### src/rtl/hud_stat_writer_if.sv
// Hit/clear inputs and HUD digit-write outputs of hud_stat_writer.
// The master side drives hits; the slave side is the writer itself.
interface hud_stat_writer_if;
    logic       hit_valid;
    logic [2:0] hit_drum;
    logic       clear_all;
    logic       write;
    logic [3:0] num;
    logic [3:0] blob;
    logic       busy;

    modport master (
        output hit_valid, hit_drum, clear_all,
        input  write, num, blob, busy
    );

    modport slave (
        input  hit_valid, hit_drum, clear_all,
        output write, num, blob, busy
    );
endinterface

### src/rtl/hud_stat_writer.sv
// Per-drum two-digit BCD hit counters, repainted onto the HUD digit store one drum at a time.
// Define HUD_STAT_SATURATE_EN to hold counters at 99 instead of wrapping to 00.
module hud_stat_writer #(
    parameter int unsigned NUM_DRUMS = 8,
    parameter int unsigned WRITE_GAP = 1
) (
    input  logic             vclock,
    input  logic             reset_n,
    hud_stat_writer_if.slave bus
);

    typedef enum logic [2:0] {
        StIdle,
        StLatch,
        StWrTens,
        StGap1,
        StWrOnes,
        StGap2
    } state_e;

    localparam logic [3:0] GAP_LAST  = (WRITE_GAP == 0) ? 4'd0 : 4'(WRITE_GAP - 1);
    localparam logic [3:0] DRUMS_W   = 4'(NUM_DRUMS);
    localparam logic [2:0] LAST_DRUM = 3'(NUM_DRUMS - 1);

    state_e               r_state, w_state_d;
    logic [3:0]           r_gap, w_gap_d;
    logic [3:0]           r_tens [NUM_DRUMS];
    logic [3:0]           r_ones [NUM_DRUMS];
    logic [NUM_DRUMS-1:0] r_pend, w_pend_d;
    logic [2:0]           r_last;
    logic [2:0]           w_sel;
    logic                 w_found;
    int unsigned          w_k;
    logic [3:0]           w_sel_tens, w_sel_ones;
    logic [3:0]           r_snap_tens, r_snap_ones;
    logic [2:0]           r_snap_drum;
    logic                 r_write;
    logic [3:0]           r_num, r_blob;
    logic                 w_hit_ok;

    assign w_hit_ok = bus.hit_valid && ({1'b0, bus.hit_drum} < DRUMS_W);

    function automatic logic [7:0] bcd_inc(input logic [3:0] tens, input logic [3:0] ones);
        logic [7:0] res;
        if (ones != 4'd9) begin
            res = {tens, ones + 4'd1};
        end else if (tens != 4'd9) begin
            res = {tens + 4'd1, 4'd0};
        end else begin
`ifdef HUD_STAT_SATURATE_EN
            res = {tens, ones};
`else
            res = 8'h00;
`endif
        end
        return res;
    endfunction

    // Round-robin: first pending drum strictly after the last-served one.
    always_comb begin
        w_sel      = r_last;
        w_found    = 1'b0;
        w_k        = 0;
        w_sel_tens = 4'd0;
        w_sel_ones = 4'd0;
        for (int unsigned i = 1; i <= NUM_DRUMS; i++) begin
            w_k = 32'(r_last) + i;
            if (w_k >= NUM_DRUMS) w_k = w_k - NUM_DRUMS;
            for (int unsigned d = 0; d < NUM_DRUMS; d++) begin
                if (!w_found && (w_k == d) && r_pend[d]) begin
                    w_found = 1'b1;
                    w_sel   = 3'(d);
                end
            end
        end
        for (int unsigned d = 0; d < NUM_DRUMS; d++) begin
            if (w_sel == 3'(d)) begin
                w_sel_tens = r_tens[d];
                w_sel_ones = r_ones[d];
            end
        end
    end

    // A hit in the latch cycle re-arms the drum just latched; clear_all overrides everything.
    always_comb begin
        w_pend_d = r_pend;
        if (r_state == StLatch) begin
            for (int unsigned d = 0; d < NUM_DRUMS; d++) begin
                if (w_sel == 3'(d)) w_pend_d[d] = 1'b0;
            end
        end
        if (w_hit_ok) begin
            for (int unsigned d = 0; d < NUM_DRUMS; d++) begin
                if (bus.hit_drum == 3'(d)) w_pend_d[d] = 1'b1;
            end
        end
        if (bus.clear_all) w_pend_d = '1;
    end

    always_ff @(posedge vclock or negedge reset_n) begin
        if (!reset_n) begin
            r_pend <= '1;
            for (int unsigned d = 0; d < NUM_DRUMS; d++) begin
                r_tens[d] <= 4'd0;
                r_ones[d] <= 4'd0;
            end
        end else begin
            r_pend <= w_pend_d;
            for (int unsigned d = 0; d < NUM_DRUMS; d++) begin
                if (bus.clear_all) begin
                    r_tens[d] <= 4'd0;
                    r_ones[d] <= 4'd0;
                end else if (w_hit_ok && (bus.hit_drum == 3'(d))) begin
                    {r_tens[d], r_ones[d]} <= bcd_inc(r_tens[d], r_ones[d]);
                end
            end
        end
    end

    always_comb begin
        w_state_d = r_state;
        w_gap_d   = 4'd0;
        unique case (r_state)
            StIdle:   if (|r_pend) w_state_d = StLatch;
            StLatch:  w_state_d = StWrTens;
            StWrTens: w_state_d = (WRITE_GAP == 0) ? StWrOnes : StGap1;
            StGap1: begin
                if (r_gap == GAP_LAST) w_state_d = StWrOnes;
                else                   w_gap_d   = r_gap + 4'd1;
            end
            StWrOnes: w_state_d = (WRITE_GAP == 0) ? StIdle : StGap2;
            StGap2: begin
                if (r_gap == GAP_LAST) w_state_d = StIdle;
                else                   w_gap_d   = r_gap + 4'd1;
            end
            default:  w_state_d = StIdle;
        endcase
    end

    // Outputs are registered, so each strobe trails its write state by one cycle.
    always_ff @(posedge vclock or negedge reset_n) begin
        if (!reset_n) begin
            r_state     <= StIdle;
            r_gap       <= 4'd0;
            r_last      <= LAST_DRUM;
            r_snap_drum <= 3'd0;
            r_snap_tens <= 4'd0;
            r_snap_ones <= 4'd0;
            r_write     <= 1'b0;
            r_num       <= 4'd0;
            r_blob      <= 4'd0;
        end else begin
            r_state <= w_state_d;
            r_gap   <= w_gap_d;
            if (r_state == StLatch) begin
                r_snap_drum <= w_sel;
                r_last      <= w_sel;
                r_snap_tens <= w_sel_tens;
                r_snap_ones <= w_sel_ones;
            end
            r_write <= (r_state == StWrTens) || (r_state == StWrOnes);
            if (r_state == StWrTens) begin
                r_num  <= r_snap_tens;
                r_blob <= {r_snap_drum, 1'b0};
            end else if (r_state == StWrOnes) begin
                r_num  <= r_snap_ones;
                r_blob <= {r_snap_drum, 1'b1};
            end
        end
    end

    assign bus.write = r_write;
    assign bus.num   = r_num;
    assign bus.blob  = r_blob;
    assign bus.busy  = (r_state != StIdle) || (|r_pend);

endmodule
### src/flat_wrapper.sv
// flat-port wrapper written by rule: the top's interface ports become plain ports
module hud_stat_writer_flat 
#(
    parameter int unsigned NUM_DRUMS = 8,
    parameter int unsigned WRITE_GAP = 1
)
  (vclock, reset_n, bus_hit_valid, bus_hit_drum, bus_clear_all, bus_write, bus_num, bus_blob, bus_busy);
  hud_stat_writer_if bus_i ();
  input  logic vclock;
  input  logic reset_n;
  input wire logic [$bits(bus_i.hit_valid)-1:0] bus_hit_valid;
  input wire logic [$bits(bus_i.hit_drum)-1:0] bus_hit_drum;
  input wire logic [$bits(bus_i.clear_all)-1:0] bus_clear_all;
  output wire logic [$bits(bus_i.write)-1:0] bus_write;
  output wire logic [$bits(bus_i.num)-1:0] bus_num;
  output wire logic [$bits(bus_i.blob)-1:0] bus_blob;
  output wire logic [$bits(bus_i.busy)-1:0] bus_busy;
  assign bus_i.hit_valid = bus_hit_valid;
  assign bus_i.hit_drum = bus_hit_drum;
  assign bus_i.clear_all = bus_clear_all;
  assign bus_write = bus_i.write;
  assign bus_num = bus_i.num;
  assign bus_blob = bus_i.blob;
  assign bus_busy = bus_i.busy;
  hud_stat_writer #(.NUM_DRUMS(NUM_DRUMS), .WRITE_GAP(WRITE_GAP)) u_core (.vclock(vclock), .reset_n(reset_n), .bus(bus_i));
endmodule
### config.mk
export PLATFORM = sky130hd
export DESIGN_NAME = hud_stat_writer_flat
export DESIGN_NICKNAME = d
export VERILOG_FILES = /design/src/rtl/hud_stat_writer_if.sv /design/src/rtl/hud_stat_writer.sv /design/src/flat_wrapper.sv
export SDC_FILE = /design/constraint.sdc
export NUM_CORES = 1
export LEC_CHECK = 0
export CAP_MARGIN = 20
export CELL_PAD_IN_SITES_DETAIL_PLACEMENT = 1
export CELL_PAD_IN_SITES_GLOBAL_PLACEMENT = 1
export CORE_MARGIN = 2
export CORE_UTILIZATION = 45
export DETAILED_ROUTE_END_ITERATION = 8
export DONT_BUFFER_PORTS = 1
export HOLD_SLACK_MARGIN = 0.06
export PLACE_DENSITY_LB_ADDON = 0.1
export SYNTH_ARGS = -nofsm -noshare
export SYNTH_HDL_FRONTEND = slang
export SYNTH_SLANG_ARGS = --single-unit
### constraint.sdc
create_clock -name vclock -period 5.56 [get_ports vclock]
set_input_delay 1.112 -clock vclock [delete_from_list [all_inputs] [get_ports vclock]]
set_output_delay 1.112 -clock vclock [all_outputs]
set_load 0.05 [all_outputs]
==> impl_metrics.tcl, run 1 <==
set metrics [dict create \
    final_cell_mix "nor2_1, nand2_1, dfrtp_1" \
    yosys.area.top_type "dfrtp_1" \
    rr_endpoint "u_core.r_snap_tens[1]" \
    rr_startpoint "u_core.r_last[1]" \
    r2r_cells 12 \
    status "complete, no violations" \
    ys_warn_count 0 \
    regToRegSetupSlack_ps 530 \
    synth-main-ff-cell "dfrtp_1" \
    yosysUniqueCellTypes 85 \
    clockBufferDepth 2 \
    start_util_pct 46.0 \
    grt_pass1_wl_mm 40.6 \
    grt_max_degree 103 \
    slew-limit-headroom_pct 44.7 \
    cts_root_buf "clkbuf_16" \
    yosysTopAreaCellShare_pct 29.9 \
    io-pin-count 17 \
    synth_fp_nets 968 \
    ctsHoldBuffers 0 \
    ctsHtreeMaxLevel 3 \
    path_class "reg2reg" \
    fin_setup_tns_ps 0 \
    wire_per_inst_um 21.9 \
    fin_crit_sh_pct 90.5 \
    postPlaceCellArea_um2 7790 \
    cts_made_buffers 9 \
    dr.pass1.iters 5 \
    mostFrequentLayoutCell "nor2_1" \
    p_sw_w 0.000345 \
    vias_per_cell 6.40 \
    num_vias 7196 \
    slew_viol_final 0 \
    portBuffers 0 \
    fin_skew_ps 12.3 \
    setup_viol 0 \
    synthTopCellsByArea "dfrtp_1, ha_1, nor2_1" \
    die-area_um2 18000 \
    clk_pin_slew_ps 80 \
    final_net_count 945 \
    power.total_w 0.00143 \
    leakagePower_nw 3.17 \
    initialDrtViolationCount 633 \
    syn_avg_cell_area_um2 8.27 \
    p_clk_share_pct 45.7 \
    end_kind "flop" \
    seqPwrFrac_pct 52.7 \
    grt_usage_pct 28.5 \
    async_flop_share_pct 100 \
    cp_max_fo 18 \
    fp-row-count 47 \
    critPathLaunchType "flop" \
    maxCapViolCount 0 \
    switching_share_pct 24.2 \
    worstPathRequired_ps 5790 \
    die_h_um 134 \
    crit_arrival_ps 5260 \
    p_per_area_nw_per_um2 176 \
    routed_wl_mm 24.6 \
    clk_latency_ps 370 \
    finalWorstPathRequiredPeriod_ps 5030 \
    grt_pass1_vias 7418 \
    die_w_um 134 \
    postLayoutCellArea_um2 8080 \
    num_antenna_cells 0 \
    drive_above_1_share_pct 10.5 \
    cts_sinks 102 \
    finalHoldViolations 0 \
    peakVddDrop_mv 0.149 \
    clock.fmax_mhz 199 \
    rsz0062_at_grt "false" \
    core_um2 16600 \
    syn_area_um2 7630 \
    cts_resized 0 \
    synthToLayoutAreaGrowth_pct 5.99 \
    grt_antenna_before_repair 0 \
    power.internal_w 0.00108 \
    worst_hold_path_type "in2async" \
    synth-seq-cells 102 \
    post_cts_buffers 0 \
    cts_tree "done" \
    worst_pin_slew_ps 823 \
    grt_overflow 0 \
    p_comb_share_pct 1.7 \
    synth_edf_count 0 \
    syn_inst 922 \
    synth_seq_area_share_pct 33.6 \
    ant_nets 0 \
    drc_errors 0 \
    place_congestion 0.930 \
    hpwl_mm 18.1 \
]
worst max-delay path by stage:
stage          cells past startpoint                    end              from
4_1_cts                           12       u_core.r_pend[6]  u_core.r_last[1]
6_report                          12  u_core.r_snap_tens[1]  u_core.r_last[1]
5_1_grt                           12       u_core.r_pend[6]  u_core.r_last[1]
3_3_place_gp                      12  u_core.r_snap_ones[1]  u_core.r_last[1]
2_1_floorplan                     18  u_core.r_snap_ones[1]  u_core.r_last[1]
3_5_place_dp                      12       u_core.r_pend[6]  u_core.r_last[1]
sequential cells by signal (all words and copies together) (netlist names), 4 cells and up:
name                count
u_core.r_pend           8
u_core.bus.blob         4
u_core.r_ones          32
u_core.bus.num          4
u_core.r_snap_tens      4
u_core.r_gap            4
u_core.r_snap_ones      4
u_core.r_tens          32
stage by stage:
stage,hold WS (ps),util (%),worst slack [ps],instances
global route,414,48.7,230,1124
CTS,424,48.7,566,1124
detailed placement,488,47.0,587,1108
floorplan,450,-,415,922
global placement,471,47.0,721,1108
finish,431,48.7,529,1124
power groups by stage:
stage	registers [W]	clock network, W	logic (W)
2_1_floorplan	0.000763	0	0.0000234
3_3_place_gp	0.000765	0	0.0000220
3_5_place_dp	0.000765	0	0.0000234
4_1_cts	0.000751	0.000660	0.0000236
5_1_grt	0.000751	0.000687	0.0000269
6_report	0.000751	0.000651	0.0000236
Yosys cell counts (all sizes together) (3+ instances only):
cell    instances
a21o            6
and2           20
nand2b          6
nor4           15
nor2b          16
or4b            4
o32ai           8
o22ai          17
or2            10
nand4           6
mux2i           8
a21oi          80
buf            14
and3            4
mux4            8
inv            34
nor4bb          3
a32oi           4
nor2          107
dfrtp          91
or3            13
or4             8
a211o           5
a22oi           5
o41ai           6
o21a            4
o31ai           7
o22a            5
nand2         104
a211oi          9
nand3b          9
nor3           35
dfstp          11
nand3          36
nand4b          6
a31oi          14
mux2           14
o21ai          55
clkbuf         32
ha             39
a221oi          8
and3b           3
metal layers:
layer / GRT usage, % / wire length [um] / vias to the layer above
li1: - / - / 3333
met1: 38.6 / 11200 / 3647
met2: 47.2 / 11700 / 172
met3: 4.57 / 1110 / 44
met4: 8.13 / 612 / 0
met5: 0 / 0 / -
final cells by class:
class | count | area (um^2)
Clock buffer | 11 | 243
Clock inverter | 5 | 52.6
Fill cell | 2010 | 8500
Inverter | 35 | 131
Multi-Input combinational cell | 739 | 4730
Sequential cell | 102 | 2570
Tap cell | 220 | 275
Timing Repair Buffer | 12 | 90.1
critical path, stage by stage, from the launching register on:
cell     delay [ps]
dfstp_2         780
and2_1          270
ha_1            390
inv_1           190
mux4_2          560
or4b_1          560
or4_4           470
o22a_4          220
a21o_1          320
or3_4           520
a21o_1          300
o22ai_1         200
o32ai_2         110
cell families after synthesis:
group           count (synthesis)  synth area share, %
simple gates                  411                 27.3
xor+xnor                        4                0.459
buf+inv                        81                 4.46
flops                         102                 33.6
fa+ha+maj                      39                 6.40
mux                            30                 5.63
compound gates                255                 22.1
No activity file was read; power rests on OpenSTA's default activity.
==> inputs of run 2 (changes only) <==
--- a/config.mk
+++ b/config.mk
@@ -5,7 +5,7 @@
 export SDC_FILE = /design/constraint.sdc
 export NUM_CORES = 1
 export LEC_CHECK = 0
-export CAP_MARGIN = 20
+export CAP_MARGIN = 5
 export CELL_PAD_IN_SITES_DETAIL_PLACEMENT = 1
 export CELL_PAD_IN_SITES_GLOBAL_PLACEMENT = 1
 export CORE_MARGIN = 2
==> results of run 2 <==
No change in the layout: final DEF, timing and power equal those of run 1.
==> inputs of run 3 (changes only) <==
--- a/config.mk
+++ b/config.mk
@@ -7,9 +7,9 @@
 export LEC_CHECK = 0
 export CAP_MARGIN = 5
 export CELL_PAD_IN_SITES_DETAIL_PLACEMENT = 1
-export CELL_PAD_IN_SITES_GLOBAL_PLACEMENT = 1
+export CELL_PAD_IN_SITES_GLOBAL_PLACEMENT = 2
 export CORE_MARGIN = 2
-export CORE_UTILIZATION = 45
+export CORE_UTILIZATION = 36
 export DETAILED_ROUTE_END_ITERATION = 8
 export DONT_BUFFER_PORTS = 1
 export HOLD_SLACK_MARGIN = 0.06
@@ -17,3 +17,4 @@
 export SYNTH_ARGS = -nofsm -noshare
 export SYNTH_HDL_FRONTEND = slang
 export SYNTH_SLANG_ARGS = --single-unit
+export TNS_END_PERCENT = 1
==> impl_metrics.tcl, run 3 (synthesis gave the netlist of run 1 again) <==
set metrics [dict create \
    num_vias 7181 \
    grt_pass1_wl_mm 40.7 \
    routed_wl_mm 25.4 \
    cts_tree "done" \
    cts_sinks 102 \
    fin_crit_sh_pct 90.2 \
    final_net_count 945 \
    grt_antenna_before_repair 0 \
    cts_made_buffers 9 \
    cp_cell_sequence "inv_2, ha_1, nor2b_1, a222oi_1, nand4_1, or4_1, a211o_1, o2111a_1, o211ai_1, nor2_1, nor4_1, o32ai_1" \
    drive_above_1_share_pct 10.5 \
    worst_path_max_delay_cell "dfstp_2" \
    io-pin-count 17 \
    mostFrequentLayoutCell "nor2_1" \
    cts_resized 0 \
    cts_root_buf "clkbuf_16" \
    synthToLayoutAreaGrowth_pct 6.84 \
    start_util_pct 36.5 \
    maxCapViolCount 0 \
    grt_usage_pct 23.4 \
    worst_hold_path_type "in2async" \
    p_per_area_nw_per_um2 175 \
    hpwl_mm 18.7 \
    post_cts_buffers 0 \
    cp_top_family "compound AO/OA/AOI/OAI gates" \
    slew_viol_final 0 \
    max_stage_delay_ps 790 \
    finalHoldViolations 0 \
    die-area_um2 22400 \
    ctsHoldBuffers 0 \
    num_antenna_cells 0 \
    grt_overflow 0 \
    dr.pass1.iters 5 \
    worstPathRequired_ps 5780 \
    leakagePower_nw 3.17 \
    ctsHtreeMaxLevel 3 \
    finalWorstPathRequiredPeriod_ps 5010 \
    die_w_um 150 \
    clockBufferDepth 2 \
    initialDrtViolationCount 384 \
    place_congestion 0.914 \
    drc_errors 0 \
    die_h_um 150 \
    grt_max_degree 103 \
    critPathLaunchType "flop" \
    rsz0062_at_grt "false" \
    end_kind "flop" \
    core_um2 20900 \
    path_buf_inv 1 \
    fp-row-count 53 \
    peakVddDrop_mv 0.161 \
    setup_viol 0 \
    fin_skew_ps 11.5 \
    cp_max_fo 18 \
    power.total_w 0.00143 \
    final_cell_mix "nor2_1, nand2_1, dfrtp_1" \
    wire_per_inst_um 21.6 \
    ant_nets 0 \
    path_class "reg2reg" \
    whs_ps 437 \
    status "complete, no violations" \
    grt_pass1_vias 7269 \
    worst_pin_slew_ps 798 \
    top_regs "u_core.r_ones: 32 flops, u_core.r_tens: 32 flops, u_core.r_pend: 8 flops" \
    vias_per_cell 6.09 \
    slew-limit-headroom_pct 46.4 \
    clock.fmax_mhz 199 \
    clk_pin_slew_ps 70 \
    crit_arrival_ps 5240 \
    clk_latency_ps 370 \
    portBuffers 0 \
    fin_setup_tns_ps 0 \
    nFillCells 2504 \
]
run 3: changes by cell type in the layout (fill, tap and decap cells not counted):
cell / before / now
inv_8: 2 / 0
inv_6: 1 / 0
clkinv_2: 1 / 3
bufinv_16: 0 / 1
clkbuf_8: 1 / 0
clkinv_8: 1 / 0
clkinv_4: 0 / 2
run 3: layout make-up:
type,count,area (um^2),share of cell area [%]
Clock buffer,10,229,2.81
Sequential cell,102,2570,31.5
Multi-Input combinational cell,739,4730,58.0
Tap cell,275,344,4.22
Inverter,35,131,1.61
Clock inverter,6,62.6,0.768
Timing Repair Buffer,12,90.1,1.11
run 3: worst paths after layout:
path	startpoint	endpoint	slack, ps	depth (start not counted)
worst max-delay path	u_core.r_last[1]	u_core.r_snap_ones[0]	550	12
worst min register to register	u_core.r_snap_drum[2]	u_core.r_snap_drum[2]	500	1
worst min-delay path	reset_n	u_core.r_gap[1]	440	0
max in group asynchronous	reset_n	u_core.r_pend[6]	4890	0
min in group vclock	u_core.r_snap_drum[2]	u_core.r_snap_drum[2]	500	1
worst max register to register	u_core.r_last[1]	u_core.r_snap_ones[0]	550	12
run 3: through the flow:
stage,setup WS (ps),utilization (%),std cells,cell area (um^2)
after floorplan,415,-,922,7630
after global placement,807,37.6,1163,7860
after detailed placement,621,37.6,1163,7860
after CTS,588,39.0,1179,8150
after global routing,210,39.0,1179,8150
final,545,39.0,1179,8150
run 3: metal layers:
layer | vias up | wire length (um) | GRT usage [%]
met3 | 35 | 1050 | 3.57
met5 | - | 0 | 0
met1 | 3649 | 11800 | 31.3
li1 | 3348 | - | -
met4 | 0 | 527 | 6.71
met2 | 149 | 12100 | 39.1
run 3: report_power, final:
part           switching (W)  total (W)  internal, W
clock network       0.000303   0.000652     0.000349
logic              0.0000156  0.0000232   0.00000761
registers         0.00000627   0.000751     0.000745
